## src/rtl/dot_product_accumulator.sv

```systemverilog
// Dot product of one VECTOR_WIDTH pair: registered multiply, then a wide accumulator.
// Define DOT_PRODUCT_SIGNED_EN for two's-complement operands; the default is unsigned.
module dot_product_accumulator #(
    parameter int DATA_WIDTH   = 8,
    parameter int VECTOR_WIDTH = 4,
    parameter int ACC_WIDTH    = 2 * DATA_WIDTH + $clog2(VECTOR_WIDTH),
    parameter int CNT_WIDTH    = $clog2(VECTOR_WIDTH + 1)
) (
    input  logic                  clk,
    input  logic                  rst,
    input  logic                  start,
    input  logic [DATA_WIDTH-1:0] a_in,
    input  logic [DATA_WIDTH-1:0] b_in,
    input  logic                  in_valid,
    output logic                  busy,
    output logic [CNT_WIDTH-1:0]  elem_count,
    output logic [ACC_WIDTH-1:0]  result,
    output logic                  result_valid,
    input  logic                  result_ready
);

    localparam int PW = 2 * DATA_WIDTH;
    localparam logic [CNT_WIDTH-1:0] LAST = CNT_WIDTH'(VECTOR_WIDTH - 1);

    typedef enum logic [1:0] {
        IDLE,
        ACCUM,
        DRAIN,
        DONE
    } state_t;

    state_t state;
    state_t state_next;

    logic [PW-1:0]        prod;
    logic                 prod_valid;
    logic [ACC_WIDTH-1:0] acc;
    logic [ACC_WIDTH-1:0] prod_ext;
    logic [PW-1:0]        a_ext;
    logic [PW-1:0]        b_ext;
    logic                 last_elem;

`ifdef DOT_PRODUCT_SIGNED_EN
    assign a_ext    = {{DATA_WIDTH{a_in[DATA_WIDTH-1]}}, a_in};
    assign b_ext    = {{DATA_WIDTH{b_in[DATA_WIDTH-1]}}, b_in};
    assign prod_ext = ACC_WIDTH'($signed(prod));
`else
    assign a_ext    = {{DATA_WIDTH{1'b0}}, a_in};
    assign b_ext    = {{DATA_WIDTH{1'b0}}, b_in};
    assign prod_ext = ACC_WIDTH'(prod);
`endif

    assign busy      = (state != IDLE);
    assign last_elem = in_valid && (elem_count == LAST);

    always_ff @(posedge clk) begin
        if (rst) begin
            state <= IDLE;
        end else begin
            state <= state_next;
        end
    end

    always_comb begin
        state_next = state;
        unique case (state)
            IDLE:    if (start) state_next = ACCUM;
            ACCUM:   if (last_elem) state_next = DRAIN;
            DRAIN:   state_next = DONE;
            DONE:    if (result_valid && result_ready) state_next = IDLE;
            default: state_next = IDLE;
        endcase
    end

    // Low PW bits of the extended product are the exact product in either mode
    always_ff @(posedge clk) begin
        if (rst) begin
            prod         <= '0;
            prod_valid   <= 1'b0;
            acc          <= '0;
            elem_count   <= '0;
            result       <= '0;
            result_valid <= 1'b0;
        end else begin
            if (prod_valid) begin
                acc <= acc + prod_ext;
            end
            case (state)
                IDLE: begin
                    if (start) begin
                        acc        <= '0;
                        elem_count <= '0;
                        prod_valid <= 1'b0;
                    end
                end
                ACCUM: begin
                    prod_valid <= in_valid;
                    if (in_valid) begin
                        prod       <= a_ext * b_ext;
                        elem_count <= elem_count + CNT_WIDTH'(1);
                    end
                end
                DRAIN: begin
                    prod_valid <= 1'b0;
                end
                DONE: begin
                    // First DONE cycle captures the settled sum
                    if (!result_valid) begin
                        result       <= acc;
                        result_valid <= 1'b1;
                    end else if (result_ready) begin
                        result_valid <= 1'b0;
                    end
                end
                default: begin
                    prod_valid <= 1'b0;
                end
            endcase
        end
    end

endmodule

```

## config.mk

```make
export PLATFORM = sky130hd
export DESIGN_NAME = dot_product_accumulator
export DESIGN_NICKNAME = d
export VERILOG_FILES = /design/src/rtl/dot_product_accumulator.sv
export SDC_FILE = /design/constraint.sdc
export NUM_CORES = 1
export LEC_CHECK = 0
export ABC_AREA = 1
export CORE_MARGIN = 2
export CORE_UTILIZATION = 45
export DETAILED_ROUTE_END_ITERATION = 12
export PLACE_DENSITY_LB_ADDON = 0.25
export SYNTH_ARGS = -nofsm -noshare
export SYNTH_HDL_FRONTEND = slang
export SYNTH_SLANG_ARGS = --single-unit
export TNS_END_PERCENT = 10
```

## constraint.sdc

```tcl
create_clock -name clk -period 14.58 [get_ports clk]
set_clock_uncertainty 0.1 [all_clocks]
set_input_delay 2.916 -clock clk [delete_from_list [all_inputs] [get_ports clk]]
set_output_delay 2.916 -clock clk [all_outputs]
set_load 0.05 [all_outputs]
```

==> out/qor.csv, run 1 <==
metric;value;unit
Hold Vio Cnt, Final;0;
Tightest Pin Transition;1.05;ns
most common cell after layout, fill and taps aside;sky130_fd_sc_hd__nand2_1;
Clock Tree Root;sky130_fd_sc_hd__clkbuf_16;
Overall Power;930;uW
R2R cell count;6;
sw power;405;uW
setup tns final;0;ns
Die Footprint;0.0130;mm^2
Finish-stage setup viols;0;
total of hold buffers inserted after clock tree synthesis;0;
fraction of post-synthesis cell area in the top cell type by area;0.218;
post-route setup slack;7.62;ns
die height;114;um
data required time at the worst endpoint;14.71;ns
Critical Path End;prod[14]$_SDFFE_PP0P_;
RSZ-0062 raised after global routing;false;
initial antenna violation count;0;
Layout Nets;953;
part of the power in combinational logic;0.507;
maximum number of pins on one net before global-route repair;28;
distinct cell type count of the synthesized netlist;29;
worst-skew pair later-pin latency;0.34;ns
MaxCap Viol Count;0;
ports placed on the boundary;44;
most heavily used metal layer in global routing;met2;
final standard cell area without fillers;0.00623;mm^2
Reg2Reg Capture Point;result[17]$_SDFFE_PP0P_;
number of warning messages in the yosys log;0;
final instance count without filler cells;988;
drt total wl;11800;um
GR met1 Demand/Resource;0.258;
final critical-path share of the clock period;0.477;
biggest fanout along the worst timing path;8;
number of global-route vias before repair;4636;
vias per cell;4.80;
Routed wire per std cell;11.9;um
die span in x;114;um
combined area of the multi-input logic cells;0.00345;mm^2
Rel. slew slack;0.301;
number of DRC violations after detailed-routing iteration 0;237;
worst voltage drop across the vdd grid;0.0693;mV
residual overflow from global routing;0;
Clock H-tree levels;3;
initial standard-cell utilization of the core;0.456;
Core Util, Final;0.523;
Worst Setup Path Type;in2reg;
CP endpoint kind;register;
placement-stage worst setup slack;7.27;ns
first-pass GRT wire length;21000;um
Area contributors post-synth;sky130_fd_sc_hd__dfxtp_1, sky130_fd_sc_hd__fa_1, sky130_fd_sc_hd__nand2_1;
post-CTS sizing;0;
routability cong.;0.909;
share of final-layout standard cells stronger than drive strength 1;0.0250;
startpoint of the most critical register-to-register path;state[1]$_SDFFE_PP0P_;
clock tree from TritonCTS;yes;
Sequential Power Share;0.251;
Detailed Place HPWL;9420;um
post-synthesis register bit count;59;
deepest clock path buffer count;2;
CP startpoint kind;input pin;
slack of the worst reg-to-reg path;11.98;ns
Sw Share;0.435;
global-route met3 utilization;0.0335;
power density over the cells;149;mW/mm^2
routed vias;4738;
Core Footprint;0.0119;mm^2
number of placed cells counting well taps;973;
area delta synth->final;14.8;%
FMAX;144;MHz
Post-Route Hold Slack;0.390;ns
register area;0.00118;mm^2
origin of the worst setup path;a_in[0];
synthesized instance count;813;
number of diodes added for antenna fixing;0;
post-synthesis net count;929;
Syn Area/Cell;6.68;um^2
result of the run;completed;
Inserted Clock Buffers;9;
cell leakage power;3.52;nW
min-delay worst type;reg2reg;
post-CTS setup-driven buffer insertion count;0;
cell internal power dissipation;525;uW
clock transition time at the flip-flop clock pins of the worst setup and hold paths;0.06;ns
Period minus WS final;6.96;ns
global routing met2 resource utilization;0.350;
Max Slew Vio Count;0;
residual antenna-violating net count after detailed routing;0;
# clock sinks;59;
TritonRoute pass-1 iters;6;
worst path arrival time;7.09;ns
overall track demand over capacity in global routing;0.203;
Syn Std Cell Area;0.00543;mm^2
largest area contributor in the netlist;sky130_fd_sc_hd__dfxtp_1;
DRC violation count after routing;0;
highest-count cells in the layout ignoring fill and taps;sky130_fd_sc_hd__nand2_1, sky130_fd_sc_hd__inv_1, sky130_fd_sc_hd__nor2_1;
Port-buffer cells;43;
Placed Instance Area;0.00592;mm^2
part of the Yosys area used for sequential elements;0.218;
number of placement rows;40;
clock network power share;0.242;
Filler Cell Count;1191;
## final cells by class
cell class | count | share of cell area
clock inverters | 4 | 0.0120
repair buffers | 43 | 0.0690
inverters | 180 | 0.108
well taps | 147 | 0.0295
clock buffers | 11 | 0.0389
multi-input cells | 544 | 0.553
flip-flops and latches | 59 | 0.189
## logic make-up after synthesis
logic type	Yosys count	share of synthesized area
and+or+nand+nor	339	0.250
buffers and inverters	210	0.148
AOI/OAI and AO/OA	100	0.0979
adders and majority gates	95	0.270
DFF	59	0.218
xor gates and xnor gates	10	0.0161
## flip-flops by register name, summed over array words and instances (netlist names)
register / cells
acc: 18
result: 18
prod: 16
elem_count: 3
state: 2
prod_valid: 1
result_valid: 1
## power by group through the flow
| stage | combinational (mW) | clock, mW | sequential (mW) |
|---|---|---|---|
| finish | 0.472 | 0.225 | 0.233 |
| global route | 0.546 | 0.237 | 0.239 |
| CTS | 0.476 | 0.231 | 0.234 |
| detailed placement | 0.472 | 0 | 0.236 |
| global placement | 0.467 | 0 | 0.236 |
| floorplan | 0.331 | 0 | 0.266 |
## worst max-delay path, stage by stage
cell                              delay (ns)
sky130_fd_sc_hd__clkdlybuf4s50_1        0.63
sky130_fd_sc_hd__nand2_1                0.13
sky130_fd_sc_hd__fa_1                   0.52
sky130_fd_sc_hd__fa_1                   0.55
sky130_fd_sc_hd__inv_1                  0.05
sky130_fd_sc_hd__fa_1                   0.52
sky130_fd_sc_hd__inv_1                  0.05
sky130_fd_sc_hd__fa_1                   0.53
sky130_fd_sc_hd__inv_1                  0.04
sky130_fd_sc_hd__ha_1                   0.35
sky130_fd_sc_hd__a21oi_1                0.21
sky130_fd_sc_hd__nor2_1                 0.06
sky130_fd_sc_hd__nor2_1                 0.08
sky130_fd_sc_hd__nand2_1                0.09
sky130_fd_sc_hd__nand2_1                0.08
sky130_fd_sc_hd__nand2_1                0.05
sky130_fd_sc_hd__nand2_1                0.06
sky130_fd_sc_hd__nand3_1                0.06
sky130_fd_sc_hd__nand2_1                0.08
sky130_fd_sc_hd__inv_1                  0.03
## worst min path at each step
stage	start	to	slack [ns]	depth (start not counted)
6_report	elem_count[2]$_SDFFE_PP0P_	elem_count[2]$_SDFFE_PP0P_	0.39	2
5_1_grt	elem_count[2]$_SDFFE_PP0P_	elem_count[2]$_SDFFE_PP0P_	0.41	2
4_1_cts	prod[0]$_SDFFE_PP0P_	prod[0]$_SDFFE_PP0P_	0.39	2
3_5_place_dp	prod[0]$_SDFFE_PP0P_	prod[0]$_SDFFE_PP0P_	0.38	2
3_3_place_gp	prod[0]$_SDFFE_PP0P_	prod[0]$_SDFFE_PP0P_	0.38	2
2_1_floorplan	acc[10]$_SDFF_PP0_	result[10]$_SDFFE_PP0P_	0.35	2
## per-layer routing
layer	wire length (um)	part of all wire
met1	5540	0.47
met2	5640	0.48
met3	361	0.031
met4	237	0.020
met5	0	0
## synth_stat cells
| library cell | count |
|---|---|
| sky130_fd_sc_hd__nor2_2 | 3 |
| sky130_fd_sc_hd__fa_1 | 37 |
| sky130_fd_sc_hd__nand4_1 | 2 |
| sky130_fd_sc_hd__dfxtp_1 | 59 |
| sky130_fd_sc_hd__or2_2 | 1 |
| sky130_fd_sc_hd__nand3b_1 | 1 |
| sky130_fd_sc_hd__or2_0 | 1 |
| sky130_fd_sc_hd__inv_1 | 179 |
| sky130_fd_sc_hd__a21oi_1 | 42 |
| sky130_fd_sc_hd__buf_4 | 2 |
| sky130_fd_sc_hd__a211oi_1 | 3 |
| sky130_fd_sc_hd__o21ai_2 | 1 |
| sky130_fd_sc_hd__o211ai_1 | 3 |
| sky130_fd_sc_hd__clkinv_1 | 1 |
| sky130_fd_sc_hd__nand2_1 | 196 |
| sky130_fd_sc_hd__ha_1 | 58 |
| sky130_fd_sc_hd__a31oi_1 | 4 |
| sky130_fd_sc_hd__buf_2 | 6 |
| sky130_fd_sc_hd__clkbuf_1 | 22 |
| sky130_fd_sc_hd__nor3_1 | 9 |
| sky130_fd_sc_hd__nor2_1 | 84 |
| sky130_fd_sc_hd__o21ai_1 | 1 |
| sky130_fd_sc_hd__nand3_1 | 40 |
| sky130_fd_sc_hd__nand2_2 | 2 |
| sky130_fd_sc_hd__a21o_1 | 1 |
| sky130_fd_sc_hd__o21ai_0 | 43 |
| sky130_fd_sc_hd__xnor2_1 | 2 |
| sky130_fd_sc_hd__o21bai_1 | 2 |
| sky130_fd_sc_hd__xor2_1 | 8 |
Note: power is estimated with default switching activity, not from simulation.
==> inputs of run 2 (changes only) <==
clock period = 5.6 ns   (was 14.58 ns; I/O delays follow)
==> out/qor.csv, run 2 (synthesis gave the netlist of run 1 again) <==
metric;value;unit;change
result of the run;completed;;
Routed wire per std cell;11.7;um;-1.7%
CP endpoint kind;register;;
routed vias;4717;;-0.44%
placement-stage worst setup slack;0.117;ns;-7.15 ns
overall track demand over capacity in global routing;0.194;;-0.00889
post-CTS sizing;0;;unchanged
RSZ-0062 raised after global routing;false;;
total of hold buffers inserted after clock tree synthesis;0;;unchanged
ports placed on the boundary;44;;unchanged
maximum number of pins on one net before global-route repair;28;;unchanged
Die Footprint;0.0130;mm^2;unchanged
residual antenna-violating net count after detailed routing;0;;unchanged
Clock Tree Root;sky130_fd_sc_hd__clkbuf_16;;
first-pass GRT wire length;20400;um;-2.7%
number of diodes added for antenna fixing;0;;unchanged
setup tns final;0;ns;unchanged
kind of cell with the highest combined delay on the critical path;adder cells;;
post-CTS setup-driven buffer insertion count;0;;unchanged
Overall Power;2.50;mW;+170%
Post-Route Hold Slack;0.384;ns;-0.00591 ns
Placed Instance Area;0.00596;mm^2;+0.76%
final critical-path share of the clock period;0.915;;
largest incremental delay on the critical path;0.64;ns;about the same
Port-buffer cells;43;;unchanged
deepest clock path buffer count;2;;unchanged
library cell contributing the largest single delay on the critical path;sky130_fd_sc_hd__clkdlybuf4s50_1;;
Worst Setup Path Type;in2reg;;
number of placed cells counting well taps;979;;+0.62%
global-route met3 utilization;0.0228;;-0.0106
die height;114;um;unchanged
Rel. slew slack;0.358;;+0.0572
CP cell instances;clkdlybuf4s50_1 -> nand2_1 -> fa_1 -> fa_1 -> inv_1 -> fa_1 -> inv_1 -> fa_1 -> inv_1 -> ha_1 -> a21oi_1 -> nor2_1 -> nor2_1 -> nand2_1 -> nand2_1 -> nand2_1 -> nand2_1 -> nand3_1 -> nand2_1 -> inv_1;;
drt total wl;11700;um;-0.98%
Max Slew Vio Count;0;;unchanged
biggest fanout along the worst timing path;8;;unchanged
Hold Vio Cnt, Final;0;;unchanged
number of placement rows;40;;unchanged
power density over the cells;395;mW/mm^2;+160%
number of DRC violations after detailed-routing iteration 0;242;;+2.1%
Inserted Clock Buffers;9;;unchanged
min-delay worst type;reg2reg;;
Tightest Pin Transition;0.962;ns;-0.0857 ns
Layout Nets;959;;+0.63%
Filler Cell Count;1190;;-0.084%
most common cell after layout, fill and taps aside;sky130_fd_sc_hd__nand2_1;;
Core Footprint;0.0119;mm^2;unchanged
worst path arrival time;5.25;ns;-1.84 ns
post-route setup slack;0.476;ns;-7.15 ns
worst voltage drop across the vdd grid;0.174;mV;+150%
final instance count without filler cells;995;;+0.71%
Most common cell on crit path;sky130_fd_sc_hd__nand2_1;;
Detailed Place HPWL;9320;um;-1.1%
number of global-route vias before repair;4582;;-1.2%
number of buffers and inverters on the critical path;5;;unchanged
initial antenna violation count;0;;unchanged
routability cong.;0.867;;-4.6%
FMAX;195;MHz;
initial standard-cell utilization of the core;0.456;;unchanged
worst-skew pair later-pin latency;0.34;ns;about the same
Period minus WS final;5.12;ns;
share of final-layout standard cells stronger than drive strength 1;0.0342;;+0.00923
die span in x;114;um;unchanged
vias per cell;4.74;;-1.1%
Clock H-tree levels;3;;unchanged
clock tree from TritonCTS;yes;;
CP startpoint kind;input pin;;
most heavily used metal layer in global routing;met2;;
highest-count cells in the layout ignoring fill and taps;sky130_fd_sc_hd__nand2_1, sky130_fd_sc_hd__inv_1, sky130_fd_sc_hd__nor2_1;;
TritonRoute pass-1 iters;5;;-1
# clock sinks;59;;unchanged
clock transition time at the flip-flop clock pins of the worst setup and hold paths;0.05;ns;about the same
cell leakage power;3.58;nW;+1.7%
final standard cell area without fillers;0.00632;mm^2;+1.4%
residual overflow from global routing;0;;unchanged
Core Util, Final;0.531;;+0.00746
DRC violation count after routing;0;;unchanged
biggest regs;acc x18, result x18, prod x16;;
Finish-stage setup viols;0;;unchanged
GR met1 Demand/Resource;0.249;;-0.00961
data required time at the worst endpoint;5.73;ns;-8.98 ns
area delta synth->final;16.5;%;
global routing met2 resource utilization;0.339;;-0.0112
MaxCap Viol Count;0;;unchanged
==> run 2: worst min-delay path, stage by stage (launching register included) <==
cell,delay [ns]
sky130_fd_sc_hd__dfxtp_1,0.31
sky130_fd_sc_hd__inv_1,0.07
sky130_fd_sc_hd__a21oi_1,0.06
==> run 2: power by group <==
group          switching (mW)  internal, mW  leakage, nW
clock                   0.193         0.470        0.179
sequential             0.0842         0.523        0.481
combinational           0.780         0.449         2.92
total                    1.06          1.44         3.58
==> run 2: final timing paths <==
kind	slack, ns	startpoint	endpoint	cells after the start
max	0.48	b_in[4]	prod[14]$_SDFFE_PP0P_	20
min	0.38	acc[12]$_SDFF_PP0_	result[12]$_SDFFE_PP0P_	2
max reg2reg	3.10	state[0]$_SDFFE_PP0P_	result[17]$_SDFFE_PP0P_	6
min reg2reg	0.38	acc[12]$_SDFF_PP0_	result[12]$_SDFFE_PP0P_	2
==> run 2: final cells by class <==
cell class	instances	area (um^2)	share of cell area
clock inverters	4	95.1	0.0150
inverters	180	676	0.107
flip-flops and latches	59	1180	0.187
well taps	147	184	0.0291
repair buffers	49	475	0.0752
multi-input cells	544	3450	0.545
clock buffers	12	267	0.0421
==> run 2: layer usage <==
| metal | routed length (um) | up-vias | part of all wire |
|---|---|---|---|
| li1 | - | 2531 | - |
| met2 | 5530 | 89 | 0.47 |
| met1 | 5550 | 2084 | 0.48 |
| met5 | 0 | - | 0 |
| met3 | 408 | 13 | 0.035 |
| met4 | 178 | 0 | 0.015 |
==> inputs of run 3 (changes only) <==
CAP_MARGIN = 20   (was not set)
CORE_ASPECT_RATIO = 1.4   (was not set)
CORE_UTILIZATION = 50   (was 45)
==> out/qor.csv, run 3 (synthesis gave the netlist of run 1 again) <==
metric;value;unit;change
number of global-route vias before repair;4982;;+8.7%
R2R cell count;6;;unchanged
Reg2Reg Capture Point;result[1]$_SDFFE_PP0P_;;
worst path arrival time;5.29;ns;+0.04 ns
kind of cell with the highest combined delay on the critical path;adder cells;;
TritonRoute pass-1 iters;6;;+1
placement-stage worst setup slack;0.0781;ns;-0.0389 ns
startpoint of the most critical register-to-register path;state[0]$_SDFFE_PP0P_;;
maximum number of pins on one net before global-route repair;28;;unchanged
number of diodes added for antenna fixing;0;;unchanged
total of hold buffers inserted after clock tree synthesis;0;;unchanged
post-CTS setup-driven buffer insertion count;0;;unchanged
highest-count cells in the layout ignoring fill and taps;sky130_fd_sc_hd__nand2_1, sky130_fd_sc_hd__inv_1, sky130_fd_sc_hd__nor2_1;;
Clock H-tree levels;3;;unchanged
number of cells on the worst hold path;2;;unchanged
area delta synth->final;15.7;%;
vias per cell;4.95;;+4.3%
Finish-stage setup viols;0;;unchanged
most common cell after layout, fill and taps aside;sky130_fd_sc_hd__nand2_1;;
library cell contributing the largest single delay on the critical path;sky130_fd_sc_hd__clkdlybuf4s50_1;;
power density over the cells;388;mW/mm^2;-1.7%
data required time at the worst endpoint;5.73;ns;about the same
die height;127;um;+12%
die span in x;92.1;um;-19%
DRC violation count after routing;0;;unchanged
clock transition time at the flip-flop clock pins of the worst setup and hold paths;0.05;ns;about the same
Filler Cell Count;1035;;-13%
FMAX;194;MHz;-0.69%
CP endpoint kind;register;;
Overall Power;2.44;mW;-2.3%
initial antenna violation count;0;;unchanged
worst-skew pair later-pin latency;0.33;ns;about the same
RSZ-0062 raised after global routing;false;;
post-route setup slack;0.441;ns;-0.0354 ns
Period minus WS final;5.16;ns;+0.0354 ns
biggest fanout along the worst timing path;5;;-3
Core Util, Final;0.587;;+0.0565
biggest regs;acc x18, result x18, prod x16;;
min-delay worst type;reg2reg;;
final critical-path share of the clock period;0.921;;+0.00632
Inserted Clock Buffers;9;;unchanged
largest incremental delay on the critical path;0.61;ns;-0.03 ns
overall track demand over capacity in global routing;0.219;;+0.0245
Tightest Pin Transition;0.881;ns;-0.0815 ns
clock tree from TritonCTS;yes;;
cell leakage power;3.56;nW;-0.56%
slack of the worst reg-to-reg path;3.40;ns;+0.30 ns
endpoint of the worst hold-timing path;prod[0]$_SDFFE_PP0P_;;
Routed wire per std cell;12.2;um;+4.1%
Max Slew Vio Count;0;;unchanged
Clock Tree Root;sky130_fd_sc_hd__clkbuf_16;;
drt total wl;12100;um;+3.5%
residual overflow from global routing;0;;unchanged
Die Footprint;0.0117;mm^2;-9.6%
Worst Setup Path Type;in2reg;;
MaxCap Viol Count;0;;unchanged
setup tns final;0;ns;unchanged
# clock sinks;59;;unchanged
ports placed on the boundary;44;;unchanged
result of the run;completed;;
Port-buffer cells;43;;unchanged
number of buffers and inverters on the critical path;5;;unchanged
Layout Nets;959;;unchanged
post-CTS sizing;0;;unchanged
startpoint of the most critical hold path;prod[0]$_SDFFE_PP0P_;;
deepest clock path buffer count;2;;unchanged
worst voltage drop across the vdd grid;0.165;mV;-5.1%
Most common cell on crit path;sky130_fd_sc_hd__nand2_1;;
routability cong.;0.917;;+5.8%
CP startpoint kind;input pin;;
Detailed Place HPWL;9930;um;+6.6%
number of DRC violations after detailed-routing iteration 0;223;;-7.9%
first-pass GRT wire length;21000;um;+2.6%
residual antenna-violating net count after detailed routing;0;;unchanged
Core Footprint;0.0107;mm^2;-10%
share of final-layout standard cells stronger than drive strength 1;0.0330;;-0.00118
initial standard-cell utilization of the core;0.508;;+0.0517
CP cell instances;clkdlybuf4s50_1 -> nand2_1 -> fa_1 -> fa_1 -> inv_1 -> fa_1 -> inv_1 -> fa_1 -> inv_1 -> ha_1 -> a21oi_1 -> nor2_1 -> nor2_1 -> nand2_1 -> nand2_1 -> nand2_1 -> nand2_1 -> nand3_1 -> nand2_1 -> inv_1;;
Rel. slew slack;0.412;;+0.0542
number of placement rows;45;;+13%
routed vias;4892;;+3.7%
Hold Vio Cnt, Final;0;;unchanged
## run 3: changes by cell type in the layout (fill, tap and decap cells not counted), sizes merged
cell	before	now
bufinv	3	2
clkinvlp	0	1
## run 3: worst max-delay path by stage
stage | from | cells past startpoint | endpoint
3_3_place_gp | b_in[7] | 20 | prod[14]$_SDFFE_PP0P_
6_report | b_in[7] | 20 | prod[14]$_SDFFE_PP0P_
2_1_floorplan | a_in[0] | 17 | prod[10]$_SDFFE_PP0P_
3_5_place_dp | b_in[7] | 20 | prod[14]$_SDFFE_PP0P_
4_1_cts | b_in[7] | 20 | prod[14]$_SDFFE_PP0P_
5_1_grt | b_in[7] | 20 | prod[14]$_SDFFE_PP0P_
## run 3: power breakdown
part           leakage (nW)  switching, mW  total, mW  internal, mW
Sequential            0.481         0.0840      0.607         0.523
Combinational          2.92          0.783       1.23         0.449
Clock                 0.159          0.189      0.601         0.412
## run 3: cell type report
cell class                 instances  area [um^2]  area share
sequential                        59         1180       0.188
tap                              141          176      0.0281
clock buffer                      12          256      0.0408
multi-input combinational        544         3450       0.548
clock inverter                     4         72.6      0.0115
timing repair buffer              49          475      0.0757
inverter                         180          676       0.108
## run 3: stage by stage
stage	instances	instance area [um^2]	hold slack, ns
2_1_floorplan	813	5430	0.348
3_3_place_gp	973	5950	0.370
3_5_place_dp	973	5950	0.378
4_1_cts	989	6280	0.388
5_1_grt	989	6280	0.413
6_report	989	6280	0.389
## run 3: worst register-to-register path, stage by stage, from the launching register on
cell and delay [ns]:
sky130_fd_sc_hd__dfxtp_1 0.36, sky130_fd_sc_hd__ha_1 0.18, sky130_fd_sc_hd__inv_1 0.06, sky130_fd_sc_hd__nor2_2 0.61, sky130_fd_sc_hd__clkinv_1 0.51, sky130_fd_sc_hd__nor2_1 0.21, sky130_fd_sc_hd__nor2_1 0.06
## run 3: metal layers
| layer | share of wire | wire [um] | track usage |
|---|---|---|---|
| met1 | 0.40 | 4840 | 0.230 |
| met2 | 0.55 | 6580 | 0.433 |
| met3 | 0.026 | 318 | 0.0254 |
| met4 | 0.027 | 326 | 0.0896 |
| met5 | 0 | 0 | 0 |
